## src/rtl/alu_pkg.sv

```systemverilog
// ALU operation codes and main-decoder ALU op encodings, shared by the
// issue stage and the EX-stage ALU.
package alu_pkg;

  localparam logic [3:0] ALU_AND = 4'b0000;
  localparam logic [3:0] ALU_OR  = 4'b0001;
  localparam logic [3:0] ALU_ADD = 4'b0010;
  localparam logic [3:0] ALU_SUB = 4'b0110;
  localparam logic [3:0] ALU_SLT = 4'b0111;
  localparam logic [3:0] ALU_NOR = 4'b1100;

  typedef enum logic [1:0] {
    ALUOP_MEM = 2'b00,
    ALUOP_BR  = 2'b01,
    ALUOP_R   = 2'b10,
    ALUOP_I   = 2'b11
  } alu_op_e;

  localparam logic [2:0] F3_ADD = 3'b000;
  localparam logic [2:0] F3_SLT = 3'b010;
  localparam logic [2:0] F3_OR  = 3'b110;
  localparam logic [2:0] F3_AND = 3'b111;

endpackage

```

## src/rtl/alu_issue_stage_if.sv

```systemverilog
// Decode-side inputs, forwarding sources and EX-side outputs of the
// ID/EX issue stage, bundled with master (upstream) and slave (stage) views.
interface alu_issue_stage_if #(
  parameter int XLEN = 32,
  parameter int REGA = 5
);
  logic            id_valid;
  logic [XLEN-1:0] id_rs1_data;
  logic [XLEN-1:0] id_rs2_data;
  logic [XLEN-1:0] id_imm;
  logic [REGA-1:0] id_rs1;
  logic [REGA-1:0] id_rs2;
  logic [REGA-1:0] id_rd;
  logic            id_uses_rs2;
  logic [1:0]      id_alu_op;
  logic [2:0]      id_funct3;
  logic            id_funct7b5;
  logic            id_alu_src;
  logic            id_reg_write;
  logic            id_mem_read;
  logic            id_mem_write;
  logic            id_branch;
  logic            flush;
  logic            exm_reg_write;
  logic [REGA-1:0] exm_rd;
  logic [XLEN-1:0] exm_result;
  logic            wb_reg_write;
  logic [REGA-1:0] wb_rd;
  logic [XLEN-1:0] wb_data;

  logic            stall_id;
  logic            ex_valid;
  logic [XLEN-1:0] oprd1;
  logic [XLEN-1:0] oprd2;
  logic [3:0]      ALU_Operation;
  logic [XLEN-1:0] ex_store_data;
  logic [REGA-1:0] ex_rd;
  logic            ex_reg_write;
  logic            ex_mem_read;
  logic            ex_mem_write;
  logic            ex_branch;
  logic            ex_illegal;

  modport master (
    output id_valid, id_rs1_data, id_rs2_data, id_imm, id_rs1, id_rs2, id_rd,
           id_uses_rs2, id_alu_op, id_funct3, id_funct7b5, id_alu_src,
           id_reg_write, id_mem_read, id_mem_write, id_branch, flush,
           exm_reg_write, exm_rd, exm_result, wb_reg_write, wb_rd, wb_data,
    input  stall_id, ex_valid, oprd1, oprd2, ALU_Operation, ex_store_data,
           ex_rd, ex_reg_write, ex_mem_read, ex_mem_write, ex_branch, ex_illegal
  );

  modport slave (
    input  id_valid, id_rs1_data, id_rs2_data, id_imm, id_rs1, id_rs2, id_rd,
           id_uses_rs2, id_alu_op, id_funct3, id_funct7b5, id_alu_src,
           id_reg_write, id_mem_read, id_mem_write, id_branch, flush,
           exm_reg_write, exm_rd, exm_result, wb_reg_write, wb_rd, wb_data,
    output stall_id, ex_valid, oprd1, oprd2, ALU_Operation, ex_store_data,
           ex_rd, ex_reg_write, ex_mem_read, ex_mem_write, ex_branch, ex_illegal
  );
endinterface

```

## src/rtl/alu_ctrl_dec.sv

```systemverilog
// ALU control decoder: main-decoder ALU op plus funct fields to the ALU's
// 4-bit operation code, flagging funct3 values the ALU cannot execute.
module alu_ctrl_dec
  import alu_pkg::*;
(
  input  logic [1:0] alu_op,
  input  logic [2:0] funct3,
  input  logic       funct7b5,
  output logic [3:0] alu_operation,
  output logic       illegal
);

  // I-type shares the R-type funct3 table but never subtracts (ADDI has no SUBI)
  always_comb begin
    alu_operation = ALU_ADD;
    illegal       = 1'b0;
    case (alu_op)
      ALUOP_MEM: alu_operation = ALU_ADD;
      ALUOP_BR:  alu_operation = ALU_SUB;
      default: begin
        case (funct3)
          F3_ADD:  alu_operation = (alu_op == ALUOP_R && funct7b5) ? ALU_SUB : ALU_ADD;
          F3_AND:  alu_operation = ALU_AND;
          F3_OR:   alu_operation = ALU_OR;
          F3_SLT:  alu_operation = ALU_SLT;
          default: begin
            alu_operation = ALU_ADD;
            illegal       = 1'b1;
          end
        endcase
      end
    endcase
  end

endmodule

```

## src/rtl/alu_issue_stage.sv

```systemverilog
// ID/EX pipeline register feeding the ALU: registers decode, forwards from
// EX/MEM and MEM/WB, and stalls decode with a bubble on load-use hazards.
module alu_issue_stage
  import alu_pkg::*;
#(
  parameter int XLEN = 32,
  parameter int REGA = 5
) (
  input  logic               clk,
  input  logic               rst_n,
  alu_issue_stage_if.slave   bus
);

  logic [3:0]      dec_op;
  logic            dec_illegal;
  logic            load_use;
  logic            bubble;
  logic            take_ctrl;

  logic            ex_valid_q;
  logic [REGA-1:0] ex_rd_q;
  logic [REGA-1:0] ex_rs1_q;
  logic [REGA-1:0] ex_rs2_q;
  logic [XLEN-1:0] ex_rs1_data_q;
  logic [XLEN-1:0] ex_rs2_data_q;
  logic [XLEN-1:0] ex_imm_q;
  logic            ex_alu_src_q;
  logic [3:0]      ex_op_q;
  logic            ex_reg_write_q;
  logic            ex_mem_read_q;
  logic            ex_mem_write_q;
  logic            ex_branch_q;
  logic            ex_illegal_q;
  logic [XLEN-1:0] fwd_rs1;
  logic [XLEN-1:0] fwd_rs2;

  alu_ctrl_dec u_dec (
    .alu_op        (bus.id_alu_op),
    .funct3        (bus.id_funct3),
    .funct7b5      (bus.id_funct7b5),
    .alu_operation (dec_op),
    .illegal       (dec_illegal)
  );

  assign load_use = bus.id_valid & ex_valid_q & ex_mem_read_q & (ex_rd_q != '0) &
                    ((ex_rd_q == bus.id_rs1) | (bus.id_uses_rs2 & (ex_rd_q == bus.id_rs2)));
  assign bus.stall_id = load_use & ~bus.flush;
  assign bubble       = bus.flush | load_use;
  assign take_ctrl    = ~bubble & bus.id_valid;

  // Data fields are captured even on a bubble; they are meaningless while ex_valid is low
  always_ff @(posedge clk or negedge rst_n) begin
    if (!rst_n) begin
      ex_valid_q     <= 1'b0;
      ex_rd_q        <= '0;
      ex_rs1_q       <= '0;
      ex_rs2_q       <= '0;
      ex_rs1_data_q  <= '0;
      ex_rs2_data_q  <= '0;
      ex_imm_q       <= '0;
      ex_alu_src_q   <= 1'b0;
      ex_op_q        <= ALU_ADD;
      ex_reg_write_q <= 1'b0;
      ex_mem_read_q  <= 1'b0;
      ex_mem_write_q <= 1'b0;
      ex_branch_q    <= 1'b0;
      ex_illegal_q   <= 1'b0;
    end else begin
      ex_valid_q     <= take_ctrl;
      ex_rd_q        <= bus.id_rd;
      ex_rs1_q       <= bus.id_rs1;
      ex_rs2_q       <= bus.id_rs2;
      ex_rs1_data_q  <= bus.id_rs1_data;
      ex_rs2_data_q  <= bus.id_rs2_data;
      ex_imm_q       <= bus.id_imm;
      ex_alu_src_q   <= bus.id_alu_src;
      ex_op_q        <= dec_op;
      ex_reg_write_q <= take_ctrl & bus.id_reg_write;
      ex_mem_read_q  <= take_ctrl & bus.id_mem_read;
      ex_mem_write_q <= take_ctrl & bus.id_mem_write;
      ex_branch_q    <= take_ctrl & bus.id_branch;
      ex_illegal_q   <= take_ctrl & dec_illegal;
    end
  end

  // The younger EX/MEM result wins over MEM/WB; x0 is hardwired and never forwarded
  always_comb begin
    fwd_rs1 = ex_rs1_data_q;
    if (bus.exm_reg_write && bus.exm_rd != '0 && bus.exm_rd == ex_rs1_q)
      fwd_rs1 = bus.exm_result;
    else if (bus.wb_reg_write && bus.wb_rd != '0 && bus.wb_rd == ex_rs1_q)
      fwd_rs1 = bus.wb_data;
  end

  always_comb begin
    fwd_rs2 = ex_rs2_data_q;
    if (bus.exm_reg_write && bus.exm_rd != '0 && bus.exm_rd == ex_rs2_q)
      fwd_rs2 = bus.exm_result;
    else if (bus.wb_reg_write && bus.wb_rd != '0 && bus.wb_rd == ex_rs2_q)
      fwd_rs2 = bus.wb_data;
  end

  assign bus.oprd1         = fwd_rs1;
  assign bus.oprd2         = ex_alu_src_q ? ex_imm_q : fwd_rs2;
  assign bus.ex_store_data = fwd_rs2;
  assign bus.ALU_Operation = ex_op_q;
  assign bus.ex_valid      = ex_valid_q;
  assign bus.ex_rd         = ex_rd_q;
  assign bus.ex_reg_write  = ex_reg_write_q;
  assign bus.ex_mem_read   = ex_mem_read_q;
  assign bus.ex_mem_write  = ex_mem_write_q;
  assign bus.ex_branch     = ex_branch_q;
  assign bus.ex_illegal    = ex_illegal_q;

endmodule

```

## src/flat_wrapper.sv

```systemverilog
// flat-port wrapper written by rule: the top's interface ports become plain ports
module alu_issue_stage_flat import alu_pkg::*;
#(
  parameter int XLEN = 32,
  parameter int REGA = 5
)
  (clk, rst_n, bus_id_valid, bus_id_rs1_data, bus_id_rs2_data, bus_id_imm, bus_id_rs1, bus_id_rs2, bus_id_rd, bus_id_uses_rs2, bus_id_alu_op, bus_id_funct3, bus_id_funct7b5, bus_id_alu_src, bus_id_reg_write, bus_id_mem_read, bus_id_mem_write, bus_id_branch, bus_flush, bus_exm_reg_write, bus_exm_rd, bus_exm_result, bus_wb_reg_write, bus_wb_rd, bus_wb_data, bus_stall_id, bus_ex_valid, bus_oprd1, bus_oprd2, bus_ALU_Operation, bus_ex_store_data, bus_ex_rd, bus_ex_reg_write, bus_ex_mem_read, bus_ex_mem_write, bus_ex_branch, bus_ex_illegal);
  alu_issue_stage_if #(.XLEN(XLEN), .REGA(REGA)) bus_i ();
  input  logic clk;
  input  logic rst_n;
  input wire logic [$bits(bus_i.id_valid)-1:0] bus_id_valid;
  input wire logic [$bits(bus_i.id_rs1_data)-1:0] bus_id_rs1_data;
  input wire logic [$bits(bus_i.id_rs2_data)-1:0] bus_id_rs2_data;
  input wire logic [$bits(bus_i.id_imm)-1:0] bus_id_imm;
  input wire logic [$bits(bus_i.id_rs1)-1:0] bus_id_rs1;
  input wire logic [$bits(bus_i.id_rs2)-1:0] bus_id_rs2;
  input wire logic [$bits(bus_i.id_rd)-1:0] bus_id_rd;
  input wire logic [$bits(bus_i.id_uses_rs2)-1:0] bus_id_uses_rs2;
  input wire logic [$bits(bus_i.id_alu_op)-1:0] bus_id_alu_op;
  input wire logic [$bits(bus_i.id_funct3)-1:0] bus_id_funct3;
  input wire logic [$bits(bus_i.id_funct7b5)-1:0] bus_id_funct7b5;
  input wire logic [$bits(bus_i.id_alu_src)-1:0] bus_id_alu_src;
  input wire logic [$bits(bus_i.id_reg_write)-1:0] bus_id_reg_write;
  input wire logic [$bits(bus_i.id_mem_read)-1:0] bus_id_mem_read;
  input wire logic [$bits(bus_i.id_mem_write)-1:0] bus_id_mem_write;
  input wire logic [$bits(bus_i.id_branch)-1:0] bus_id_branch;
  input wire logic [$bits(bus_i.flush)-1:0] bus_flush;
  input wire logic [$bits(bus_i.exm_reg_write)-1:0] bus_exm_reg_write;
  input wire logic [$bits(bus_i.exm_rd)-1:0] bus_exm_rd;
  input wire logic [$bits(bus_i.exm_result)-1:0] bus_exm_result;
  input wire logic [$bits(bus_i.wb_reg_write)-1:0] bus_wb_reg_write;
  input wire logic [$bits(bus_i.wb_rd)-1:0] bus_wb_rd;
  input wire logic [$bits(bus_i.wb_data)-1:0] bus_wb_data;
  output wire logic [$bits(bus_i.stall_id)-1:0] bus_stall_id;
  output wire logic [$bits(bus_i.ex_valid)-1:0] bus_ex_valid;
  output wire logic [$bits(bus_i.oprd1)-1:0] bus_oprd1;
  output wire logic [$bits(bus_i.oprd2)-1:0] bus_oprd2;
  output wire logic [$bits(bus_i.ALU_Operation)-1:0] bus_ALU_Operation;
  output wire logic [$bits(bus_i.ex_store_data)-1:0] bus_ex_store_data;
  output wire logic [$bits(bus_i.ex_rd)-1:0] bus_ex_rd;
  output wire logic [$bits(bus_i.ex_reg_write)-1:0] bus_ex_reg_write;
  output wire logic [$bits(bus_i.ex_mem_read)-1:0] bus_ex_mem_read;
  output wire logic [$bits(bus_i.ex_mem_write)-1:0] bus_ex_mem_write;
  output wire logic [$bits(bus_i.ex_branch)-1:0] bus_ex_branch;
  output wire logic [$bits(bus_i.ex_illegal)-1:0] bus_ex_illegal;
  assign bus_i.id_valid = bus_id_valid;
  assign bus_i.id_rs1_data = bus_id_rs1_data;
  assign bus_i.id_rs2_data = bus_id_rs2_data;
  assign bus_i.id_imm = bus_id_imm;
  assign bus_i.id_rs1 = bus_id_rs1;
  assign bus_i.id_rs2 = bus_id_rs2;
  assign bus_i.id_rd = bus_id_rd;
  assign bus_i.id_uses_rs2 = bus_id_uses_rs2;
  assign bus_i.id_alu_op = bus_id_alu_op;
  assign bus_i.id_funct3 = bus_id_funct3;
  assign bus_i.id_funct7b5 = bus_id_funct7b5;
  assign bus_i.id_alu_src = bus_id_alu_src;
  assign bus_i.id_reg_write = bus_id_reg_write;
  assign bus_i.id_mem_read = bus_id_mem_read;
  assign bus_i.id_mem_write = bus_id_mem_write;
  assign bus_i.id_branch = bus_id_branch;
  assign bus_i.flush = bus_flush;
  assign bus_i.exm_reg_write = bus_exm_reg_write;
  assign bus_i.exm_rd = bus_exm_rd;
  assign bus_i.exm_result = bus_exm_result;
  assign bus_i.wb_reg_write = bus_wb_reg_write;
  assign bus_i.wb_rd = bus_wb_rd;
  assign bus_i.wb_data = bus_wb_data;
  assign bus_stall_id = bus_i.stall_id;
  assign bus_ex_valid = bus_i.ex_valid;
  assign bus_oprd1 = bus_i.oprd1;
  assign bus_oprd2 = bus_i.oprd2;
  assign bus_ALU_Operation = bus_i.ALU_Operation;
  assign bus_ex_store_data = bus_i.ex_store_data;
  assign bus_ex_rd = bus_i.ex_rd;
  assign bus_ex_reg_write = bus_i.ex_reg_write;
  assign bus_ex_mem_read = bus_i.ex_mem_read;
  assign bus_ex_mem_write = bus_i.ex_mem_write;
  assign bus_ex_branch = bus_i.ex_branch;
  assign bus_ex_illegal = bus_i.ex_illegal;
  alu_issue_stage #(.XLEN(XLEN), .REGA(REGA)) u_core (.clk(clk), .rst_n(rst_n), .bus(bus_i));
endmodule
```

## config.mk

```make
export PLATFORM = sky130hd
export DESIGN_NAME = alu_issue_stage_flat
export DESIGN_NICKNAME = d
export VERILOG_FILES = /design/src/rtl/alu_pkg.sv /design/src/rtl/alu_issue_stage_if.sv /design/src/rtl/alu_ctrl_dec.sv /design/src/rtl/alu_issue_stage.sv /design/src/flat_wrapper.sv
export SDC_FILE = /design/constraint.sdc
export NUM_CORES = 1
export LEC_CHECK = 0
export ABC_AREA = 1
export CAP_MARGIN = 30
export CELL_PAD_IN_SITES_DETAIL_PLACEMENT = 0
export CELL_PAD_IN_SITES_GLOBAL_PLACEMENT = 1
export CORE_AREA = 2 2 158 144
export CTS_CLUSTER_SIZE = 20
export DETAILED_ROUTE_END_ITERATION = 7
export DIE_AREA = 0 0 160 146
export GPL_TIMING_DRIVEN = 0
export HOLD_SLACK_MARGIN = 0.06
export PLACE_DENSITY_LB_ADDON = 0.2
export REMOVE_ABC_BUFFERS = 1
export SLEW_MARGIN = 20
export SYNTH_ARGS = -nofsm -noshare
export SYNTH_HDL_FRONTEND = slang
export SYNTH_SLANG_ARGS = --single-unit
```

## constraint.sdc

```tcl
create_clock -name clk -period 1.8 [get_ports clk]
set_input_delay 0.18 -clock clk [delete_from_list [all_inputs] [get_ports clk]]
set_output_delay 0.18 -clock clk [all_outputs]
set_load 0.1 [all_outputs]
```

==> flow_summary.yaml, run 1 <==
timing:
  hold_viol: 0
  layout_worst_path_cycle_share_pct: 134
  rsz0062_at_grt: "true"
  tightest_slew_ns: 0.981
  final.setup_skew_ns: 0.00421
  timing_max_transition_violations_final: 0
  fmax_mhz: 414
  final_critical_path_setup_slack_ns: -0.616
  setup-violations-final: 97
  post-route-min-period_ns: 2.42
  max-slew-margin-rel_pct: 34.5
clocking:
  cts_buffer_depth: 2
  clock-root-buffer: "clkbuf_16"
  insertion_delay_ns: 0.41
  clock_tree.htree_level_count: 4
  clock-sinks: 121
  cts_tree: "built"
  clkSlewWorstSetupHoldPaths_ns: 0.06
  cts_buffers: 17
synth:
  synthesis.area_per_instance_sq_um: 8.36
  synth_seq_area_share_pct: 50.5
  async_sr_flop_fraction_pct: 100
  synth.yosys.warnings: 0
  synthCells: 717
  ys_top_cells_by_area: "dfrtp_1, nand2_1, nand3_1, nand3b_1, and2_1"
  synth-main-ff-cell: "dfrtp_1"
  netlist.area_leader.share_pct: 50.1
  netlist.top_cell.by_area: "dfrtp_1"
  synth_commonest_cells: "nand2_1, nand3_1, dfrtp_1"
  synthDistinctLibCells: 30
  number_of_flops_mapped_to_enable_cells_by_yosys: 0
  synth.ff_latch_count: 121
  netlist_area_sq_um: 6000
  synth_most_common_cell: "nand2_1"
hold_path:
  hold_path_startpoint: "bus_id_rs1_data[3]"
  hold_class: "in -> reg"
  holdPathStages: 1
  holdPathEnd: "u_core.ex_rs1_data_q[3]"
power_and_ir_drop:
  comb_power_share_pct: 36.2
  p_per_area_nw_per_um2: 807
  power_report.internal_total_mw: 6.73
  switching_power_mw: 3.68
  power.sequential.fraction_pct: 28.1
  fraction_of_power_spent_switching_nets_pct: 35.4
  report.power.total_mw: 10.4
  clock_power_share_pct: 35.7
  power.ir.vdd_worst_mv: 0.540
  p_leak_nw: 5.94
placement:
  dp.final_hpwl_microns: 17700
  globalplace.congestion: 0.779
  placement.setup.worst_slack_ns: -2.38
  placed_cells: 1295
  io_buffers: 313
  post_detailed_placement_cell_area_sq_um: 9640
worst_setup_path:
  cp.required_ns: 1.62
  crit_end_category: "output port"
  cp_max_fo: 7
  worst-endpoint-arrival_ns: 2.24
  critical-path-slowest-cell: "dfrtp_1"
  cp_buf_inv_count: 4
  worst_setup_path_start_kind: "flop"
  critical-path-top-delay-family: "buffers and inverters"
  timing_worst_setup_path_type: "reg -> out"
  critical-path-max-stage-delay_ns: 0.41
  path_cells: "xnor2_1 -> nand2_1 -> nor2_1 -> nand3b_1 -> buf_6 -> buf_12 -> clkbuf_16 -> nand3_2 -> nand3_2 -> nand2_2 -> buf_12"
  regToRegEndpoint: "u_core.bus.ex_illegal"
  worstRegToRegCells: 8
  ff2ff_setup_slack_ns: 0.34
  regToRegStartpoint: "u_core.bus.ex_rd[3]"
drt:
  totalWireLength_microns: 27900
  drc_errors: 0
  detailroute.via_count: 6382
  avgViaCountPerCell: 4.66
  detailedRoute.firstIterationViolations: 266
  drt_pass_1_iters: 4
  final_antenna_net_count: 0
  avgRoutedWirePerCell_microns: 20.4
global_route:
  grt_pass1_wl_microns: 39700
  via_count_of_the_first_global_routing_pass: 6521
  overflow: 0
  grt_max_degree: 72
  gr-usage-all-layers_pct: 22.6
  antenna_violations_before_repair: 1
floorplanning:
  initial_core_util_pct: 27.8
  dieArea_sq_um: 23400
  placementRows: 51
  core_box_area_sq_um: 21600
  pin_count: 315
  die_width_microns: 160
  die_h_microns: 146
layout:
  layout-drive-gt1-share_pct: 38.8
  finish.instance_area_sq_um: 12900
  layout.cells.non_filler: 1370
  finalNetCount: 1268
  area_growth_pct: 115
run_status:
  failing_checks: "setup timing"
  outcome: "finished, violations left"
flow_run:
  cap_violations: 0
==> power groups by stage <==
stage	registers, mW	logic [mW]	clock network [mW]
2_1_floorplan	3.06	1.69	0
3_3_place_gp	2.97	2.86	0
3_5_place_dp	2.96	2.97	0
4_1_cts	2.91	3.47	3.81
5_1_grt	2.94	3.91	3.96
6_report	2.93	3.77	3.72
==> logic make-up after synthesis <==
group	Yosys count	synth area share [%]
other	1	0.0625
buffers and inverters	91	6.57
AOI/OAI and AO/OA	7	0.751
xor gates and xnor gates	25	3.65
DFF	121	50.5
and+or+nand+nor	472	38.5
==> per-stage QoR <==
| step | utilization [%] | hold WS [ns] | TNS, ns |
|---|---|---|---|
| after floorplan | - | -0.116 | -149.35 |
| after global placement | 43.1 | 0.624 | -1015.83 |
| after detailed placement | 44.7 | 0.123 | -208.68 |
| after CTS | 53.7 | 0.171 | -61.31 |
| after global routing | 59.8 | 0.176 | -66.37 |
| final | 59.8 | 0.196 | -50.77 |
==> routing by layer <==
metal	track usage [%]	vias up	wire (microns)
li1	-	3011	-
met2	37.4	264	13800
met4	7.12	0	635
met5	0	-	0
met3	7.18	33	1930
met1	28.3	3074	11500
==> how the worst max path moves through the flow <==
stage	startpoint	end	slack (ns)	cells past startpoint
final	u_core.ex_rs2_q[1]	bus_oprd2[16]	-0.62	11
after global routing	u_core.ex_rs2_q[1]	bus_oprd2[16]	-0.78	11
after CTS	u_core.ex_rs2_q[1]	bus_oprd2[7]	-0.64	13
after detailed placement	bus_exm_rd[2]	bus_oprd2[28]	-2.38	10
after global placement	bus_wb_rd[2]	bus_oprd2[29]	-5.01	9
after floorplan	u_core.ex_rs2_q[2]	bus_oprd2[0]	-1.68	7
==> worst reg2reg max path, cell delays in order (launching register included) <==
cell and delay [ns]:
dfrtp_1 0.42, buf_4 0.16, nor3_1 0.18, nand3_1 0.09
nand4_1 0.08, inv_1 0.05, nand2_2 0.10, nand2_1 0.18
nor2_1 0.14
==> cell type report <==
cell class,instances,area [sq um]
fill,1867,8670
timing repair buffer,367,5000
multi-input combinational,508,3660
sequential,121,3030
clock buffer,19,443
tap,291,364
inverter,50,204
clock inverter,13,191
antenna,1,2.50
==> flip-flops by register name, summed over array words and instances, names as in the netlist, 3 cells and up <==
name	flops
u_core.ex_rs2_data_q	32
u_core.ex_rs1_q	5
u_core.ex_imm_q	32
u_core.bus.ALU_Operation	3
u_core.ex_rs2_q	5
u_core.bus.ex_rd	5
u_core.ex_rs1_data_q	32
==> placed cells by master, fill, tap and decap left out, drive strengths merged <==
| cell type | instances |
|---|---|
| nand2 | 217 |
| clkdlybuf4s50 | 201 |
| buf | 144 |
| nand3 | 133 |
| dfrtp | 120 |
| nand3b | 65 |
| inv | 53 |
| and2 | 32 |
| clkbuf | 30 |
| nor2 | 21 |
| xor2 | 15 |
| xnor2 | 10 |
| dlymetal6s2s | 10 |
| bufinv | 4 |
| nor3 | 4 |
| a21oi | 3 |
| clkinvlp | 3 |
| clkinv | 3 |
| nand4 | 2 |
| diode | 1 |
| o21ai | 1 |
| or2 | 1 |
| o31ai | 1 |
| a211oi | 1 |
| o22ai | 1 |
| conb | 1 |
| dlygate4sd3 | 1 |
| dfstp | 1 |
==> repair_timing <==
item | 4_1_cts | 5_1_grt
endpoints found under the setup margin | 111 | 111
pin swaps | 34 | 69
endpoints found under the hold margin | 50 | 0
resized for setup | 900 | 274
setup buffers | 21 | 10
hold buffers | 1 | 0
cloned | 3 | 9
(Power assumes the default switching activity.)
==> run 2, diff against run 1 <==
- GPL_TIMING_DRIVEN: 0 -> not set
- clock period: 1.8 -> 2.5 ns (I/O delays scaled with it)
==> run 2 against run 1 <==
Die area did not move. The flow now finishes without violations. Non-clock buffer count shrank 22. Cell count decreased by 1.8%. Final area fell by 9.9%. Critical path depth shrank 2. Register-to-register slack improved by 0.78 ns. Combinational power is 32% lower. Largest cell class unchanged. Clock skew barely moved. First-iteration DRC count rose by 18%. Setup slack improved by 0.71 ns. Sequential cell count is the same.
==> flow_summary.yaml, run 2 (synthesized netlist as in run 1, its figures left out) <==
clocking:
  cts_buffer_depth: 2
  clock-sinks: 121
  insertion_delay_ns: 0.41
  cts_buffers: 17
  clkSlewWorstSetupHoldPaths_ns: 0.06
  cts_tree: "built"
  clock_tree.htree_level_count: 4
  clock-root-buffer: "clkbuf_16"
floorplanning:
  dieArea_sq_um: 23400
  pin_count: 315
  die_h_microns: 146
  core_box_area_sq_um: 21600
  die_width_microns: 160
  initial_core_util_pct: 27.8
  placementRows: 51
placement:
  globalplace.congestion: 0.826
  dp.final_hpwl_microns: 18100
  io_buffers: 313
  placed_cells: 1304
worst_setup_path:
  critPathLaunch: "u_core.ex_rs2_q[0]"
  timing_worst_setup_path_type: "reg -> out"
  critical-path-slowest-cell: "dfrtp_1"
  worst-endpoint-arrival_ns: 2.16
  path_cells: "xnor2_1 -> nand2_1 -> nor3_4 -> buf_12 -> clkbuf_16 -> nand3b_1 -> nand3_1 -> nand2_1 -> buf_12"
  cp.required_ns: 2.25
  critical-path-max-stage-delay_ns: 0.40
  crit_end_category: "output port"
  regToRegStartpoint: "u_core.bus.ex_rd[3]"
  worstRegToRegCells: 8
  regToRegEndpoint: "u_core.bus.ex_mem_write"
  cp_max_fo: 8
  worst_setup_path_start_kind: "flop"
  cp_buf_inv_count: 3
  ff2ff_setup_slack_ns: 1.12
  critical-path-top-delay-family: "simple AND/OR/NAND/NOR gates"
drt:
  drt_pass_1_iters: 5
  drc_errors: 0
  detailedRoute.firstIterationViolations: 314
  avgRoutedWirePerCell_microns: 19.5
  final_antenna_net_count: 0
  detailroute.via_count: 6185
  avgViaCountPerCell: 4.60
  totalWireLength_microns: 26200
layout:
  finalNetCount: 1243
  layout.cells.non_filler: 1346
  layout-drive-gt1-share_pct: 26.3
  commonest_non_fill_non_tap_cells_in_the_layout: "clkdlybuf4s50_1, nand2_1, dfrtp_1"
  largestRegisters: "u_core.ex_imm_q (32), u_core.ex_rs1_data_q (32), u_core.ex_rs2_data_q (32)"
  layout.core_utilization_pct: 53.9
  layout.cells.most_common: "clkdlybuf4s50_1"
  num-fill-cells: 2010
  area_growth_pct: 93.8
global_route:
  overflow: 0
  gr-usage-all-layers_pct: 21.6
  via_count_of_the_first_global_routing_pass: 6096
  grt_max_degree: 52
  antenna_violations_before_repair: 2
  grt_pass1_wl_microns: 37500
timing:
  post-route-min-period_ns: 2.41
  hold_viol: 0
  timing_max_transition_violations_final: 0
  layout_worst_path_cycle_share_pct: 96.2
  setup-violations-final: 0
  final.setup_skew_ns: 0.00448
  rsz0062_at_grt: "true"
  fmax_mhz: 416
hold_path:
  hold_class: "in -> async"
power_and_ir_drop:
  power.ir.vdd_worst_mv: 0.375
  p_leak_nw: 5.33
  p_per_area_nw_per_um2: 620
flow_run:
  cap_violations: 0
run_status:
  outcome: "finished clean"
run 2: cell count changes in the layout (fill, tap and decap cells not counted), moves of 11 or more:
cell     previous run  this run
nand3_4            11         0
and2_1              0        14
nand2_4            26         0
nand2_2            75        58
buf_4              12        26
nand3_1            56       116
nand2_1           111       156
nand3_2            66        17
and2_4             32        18
run 2: stage by stage:
step | setup WS [ns] | area [sq um] | power [mW] | hold slack [ns] | setup TNS, ns
final | 0.0941 | 11600 | 7.21 | 0.249 | 0
after global routing | -0.0605 | 11600 | 7.48 | 0.237 | -1.21
after CTS | 0.0230 | 11200 | 7.21 | 0.221 | 0
after detailed placement | 0.0688 | 10600 | 4.60 | 0.131 | 0
after global placement | 0.0640 | 10600 | 4.58 | 0.132 | 0
after floorplan | -1.05 | 5790 | 3.42 | -0.0456 | -87.99
run 2: repair_timing:
item	in CTS	in global routing
endpoints found under the hold margin	63	0
hold buffers	1	0
setup buffers	0	2
gates resized for setup	0	96
setup endpoints to repair	0	61
run 2: worst max-delay path by stage:
stage | endpoint | slack, ns | cells past startpoint
after floorplan | bus_oprd2[0] | -1.05 | 7
after global placement | bus_ex_store_data[8] | 0.06 | 9
after detailed placement | bus_ex_store_data[8] | 0.07 | 8
after CTS | bus_ex_store_data[8] | 0.02 | 8
after global routing | bus_oprd2[15] | -0.06 | 9
final | bus_oprd2[31] | 0.09 | 9
run 2: layout make-up:
cell class	instances	area [sq um]	area share [%]
multi-input combinational	505	2870	24.7
timing repair buffer	345	4550	39.2
sequential	121	3030	26.1
clock inverter	13	169	1.45
antenna	2	5.00	0.0431
inverter	50	188	1.62
tap	291	364	3.13
clock buffer	19	443	3.81
run 2: routing by layer:
| metal | up-vias | part of all wire, % | wire length [microns] | track usage, % |
|---|---|---|---|---|
| met4 | 0 | 1.6 | 413 | 7.07 |
| met2 | 260 | 49 | 12900 | 36.2 |
| met1 | 2934 | 42 | 10900 | 26.5 |
| met3 | 28 | 7.5 | 1970 | 6.47 |
| li1 | 2963 | - | - | - |
| met5 | - | 0 | 0 | 0 |
run 2: where the power goes:
group | internal, mW | switching, mW
Combinational | 0.983 | 1.56
Sequential | 2.06 | 0.0362
Clock | 1.60 | 0.963
==> run 3, diff against run 2 <==
- CORE_AREA: 2 2 158 144 -> 2 2 153 140
- DIE_AREA: 0 0 160 146 -> 0 0 155 142
- clock period: 2.5 -> 2.87 ns (I/O delays scaled with it)
==> run 3 against run 2 <==
Final area decreased by 4.8%. Global-route usage up 1.3 points. Cell count fell by 2.9%. Setup slack gained 0.24 ns. Sequential cell count is the same. Clock skew fell by 0.0017 ns. Total power shrank 14%. Worst hold slack improved by 0.061 ns. First-iteration DRC count is 3.8% higher. Clock power is 13% lower. Critical path type is now in -> out.
==> flow_summary.yaml, run 3 (synthesized netlist as in run 1, its figures left out) <==
run_status:
  outcome: "finished clean"
worst_setup_path:
  worstRegToRegCells: 8
  cp_max_fo: 32
  critical-path-max-stage-delay_ns: 0.54
  critical-path-slowest-cell: "clkdlybuf4s50_1"
  cp.required_ns: 2.58
  path_cells: "clkdlybuf4s50_1 -> nor2_1 -> nand3_1 -> nand2_2 -> nor3_4 -> buf_4 -> nand3b_1 -> nand3_1 -> nand2_1 -> buf_12"
  worst_setup_path_start_kind: "input port"
  cp_buf_inv_count: 3
  critical-path-top-delay-family: "buffers and inverters"
  timing.critical_path.mode_cell: "nand3_1"
  worst-path-stages: 10
  crit_end_category: "output port"
  worst-endpoint-arrival_ns: 2.25
  timing_worst_setup_path_type: "in -> out"
timing:
  final_critical_path_setup_slack_ns: 0.333
  holdWs_ns: 0.310
  final.setup_skew_ns: 0.00281
  max-slew-margin-rel_pct: 63.5
  setup-tns-final_ns: 0
  rsz0062_at_grt: "false"
  post-route-min-period_ns: 2.54
  tightest_slew_ns: 0.548
  layout_worst_path_cycle_share_pct: 88.4
  fmax_mhz: 394
  hold_viol: 0
  setup-violations-final: 0
  timing_max_transition_violations_final: 0
layout:
  multi_input_area_sq_um: 2610
  num-fill-cells: 1865
  layout.cells.non_filler: 1307
  area_growth_pct: 84.5
  layout-drive-gt1-share_pct: 17.1
  commonest_non_fill_non_tap_cells_in_the_layout: "nand2_1, clkdlybuf4s50_1, nand3_1"
  largestRegisters: "u_core.ex_imm_q (32), u_core.ex_rs1_data_q (32), u_core.ex_rs2_data_q (32)"
  area.sequential_sq_um: 3030
  layout.cells.most_common: "nand2_1"
  finalNetCount: 1237
clocking:
  cts_tree: "built"
  clock-sinks: 121
  clock-root-buffer: "clkbuf_16"
  cts.hold.buffers_added: 1
  clkSlewWorstSetupHoldPaths_ns: 0.06
  setup_bufs_post_cts: 0
  insertion_delay_ns: 0.41
  clock_tree.htree_level_count: 4
  cts_buffers: 17
  cts_buffer_depth: 2
  cts_repair_resize_count: 0
floorplanning:
  die_h_microns: 142
  initial_core_util_pct: 29.3
  placementRows: 50
  die_width_microns: 155
  core_box_area_sq_um: 20500
  pin_count: 315
  dieArea_sq_um: 22000
placement:
  placement.setup.worst_slack_ns: 0.324
  dp.final_hpwl_microns: 17900
  placed_cells: 1274
  globalplace.congestion: 0.843
  io_buffers: 313
drt:
  avgViaCountPerCell: 4.61
  final_antenna_net_count: 0
  detailedRoute.firstIterationViolations: 326
  drc_errors: 0
  avgRoutedWirePerCell_microns: 18.6
  drt_pass_1_iters: 5
  totalWireLength_microns: 24300
  detailroute.via_count: 6030
global_route:
  overflow: 0
  via_count_of_the_first_global_routing_pass: 6306
  gr-usage-all-layers_pct: 22.9
  grt_max_degree: 41
  grt_pass1_wl_microns: 37300
  antenna_violations_before_repair: 2
flow_run:
  cap_violations: 0
hold_path:
  hold_class: "in -> reg"
  holdPathStages: 1
power_and_ir_drop:
  p_per_area_nw_per_um2: 558
  p_leak_nw: 5.15
  power.ir.vdd_worst_mv: 0.367
[run 3: cell count changes in the layout (fill, tap and decap cells not counted), moves of 17 or more]
cell / change
and2_1: +18
nand2_1: +54
and2_4: -18
nand2_2: -54
nand3_2: -17
nand3_1: +17
[run 3: cell type report]
cell class	count	share of cell area (%)
inverters	50	1.70
flip-flops and latches	121	27.4
well taps	260	2.94
clock inverters	9	1.33
clock buffers	22	4.10
multi-input cells	505	23.5
repair buffers	339	39.0
diodes	1	0.0226
[run 3: final timing paths]
check | to | slack [ns] | startpoint
worst max-delay path | bus_oprd1[18] | 0.33 | bus_wb_rd[2]
worst min-delay path | u_core.ex_alu_src_q | 0.31 | bus_id_alu_src
worst max register to register | u_core.bus.ex_branch | 1.42 | u_core.bus.ex_rd[3]
worst min register to register | u_core.bus.ex_mem_read | 0.86 | u_core.bus.ex_valid
max in group asynchronous | u_core.ex_alu_src_q | 1.67 | rst_n
min in group asynchronous | u_core.ex_rs1_data_q[27] | 0.42 | rst_n
[run 3: routing by layer]
| layer | share of wire, % | global-route usage (%) | wire, microns | vias up |
|---|---|---|---|---|
| met5 | 0.053 | 0 | 13 | - |
| met4 | 2.0 | 7.55 | 485 | 2 |
| met3 | 8.8 | 7.19 | 2150 | 30 |
| met2 | 48 | 38.3 | 11600 | 283 |
| met1 | 41 | 28.1 | 10100 | 2778 |
| li1 | - | - | - | 2937 |
[run 3: worst register-to-register path: stages (launching register included)]
cell and delay (ns):
dfrtp_1 0.42, inv_1 0.09, nor2_1 0.04, a211oi_1 0.22, nand3_1 0.10, nand2_1 0.08, nand2_1 0.07, nand2_1 0.20
nor2_1 0.11
[run 3: power breakdown]
group          switching [mW]  leakage [nW]  internal (mW)
Combinational            1.32          3.44          0.801
Sequential             0.0309          1.42           1.79
Clock                   0.764         0.294           1.47
Total                    2.12          5.15           4.06
[run 3: per-stage QoR]
step / power, mW / area (sq um) / util (%)
global placement: 3.99 / 10500 / 51.1
CTS: 6.24 / 11100 / 54.1
floorplan: 2.98 / 5790 / -
global route: 6.42 / 11100 / 54.1
detailed placement: 3.99 / 10500 / 51.1
finish: 6.18 / 11100 / 54.1
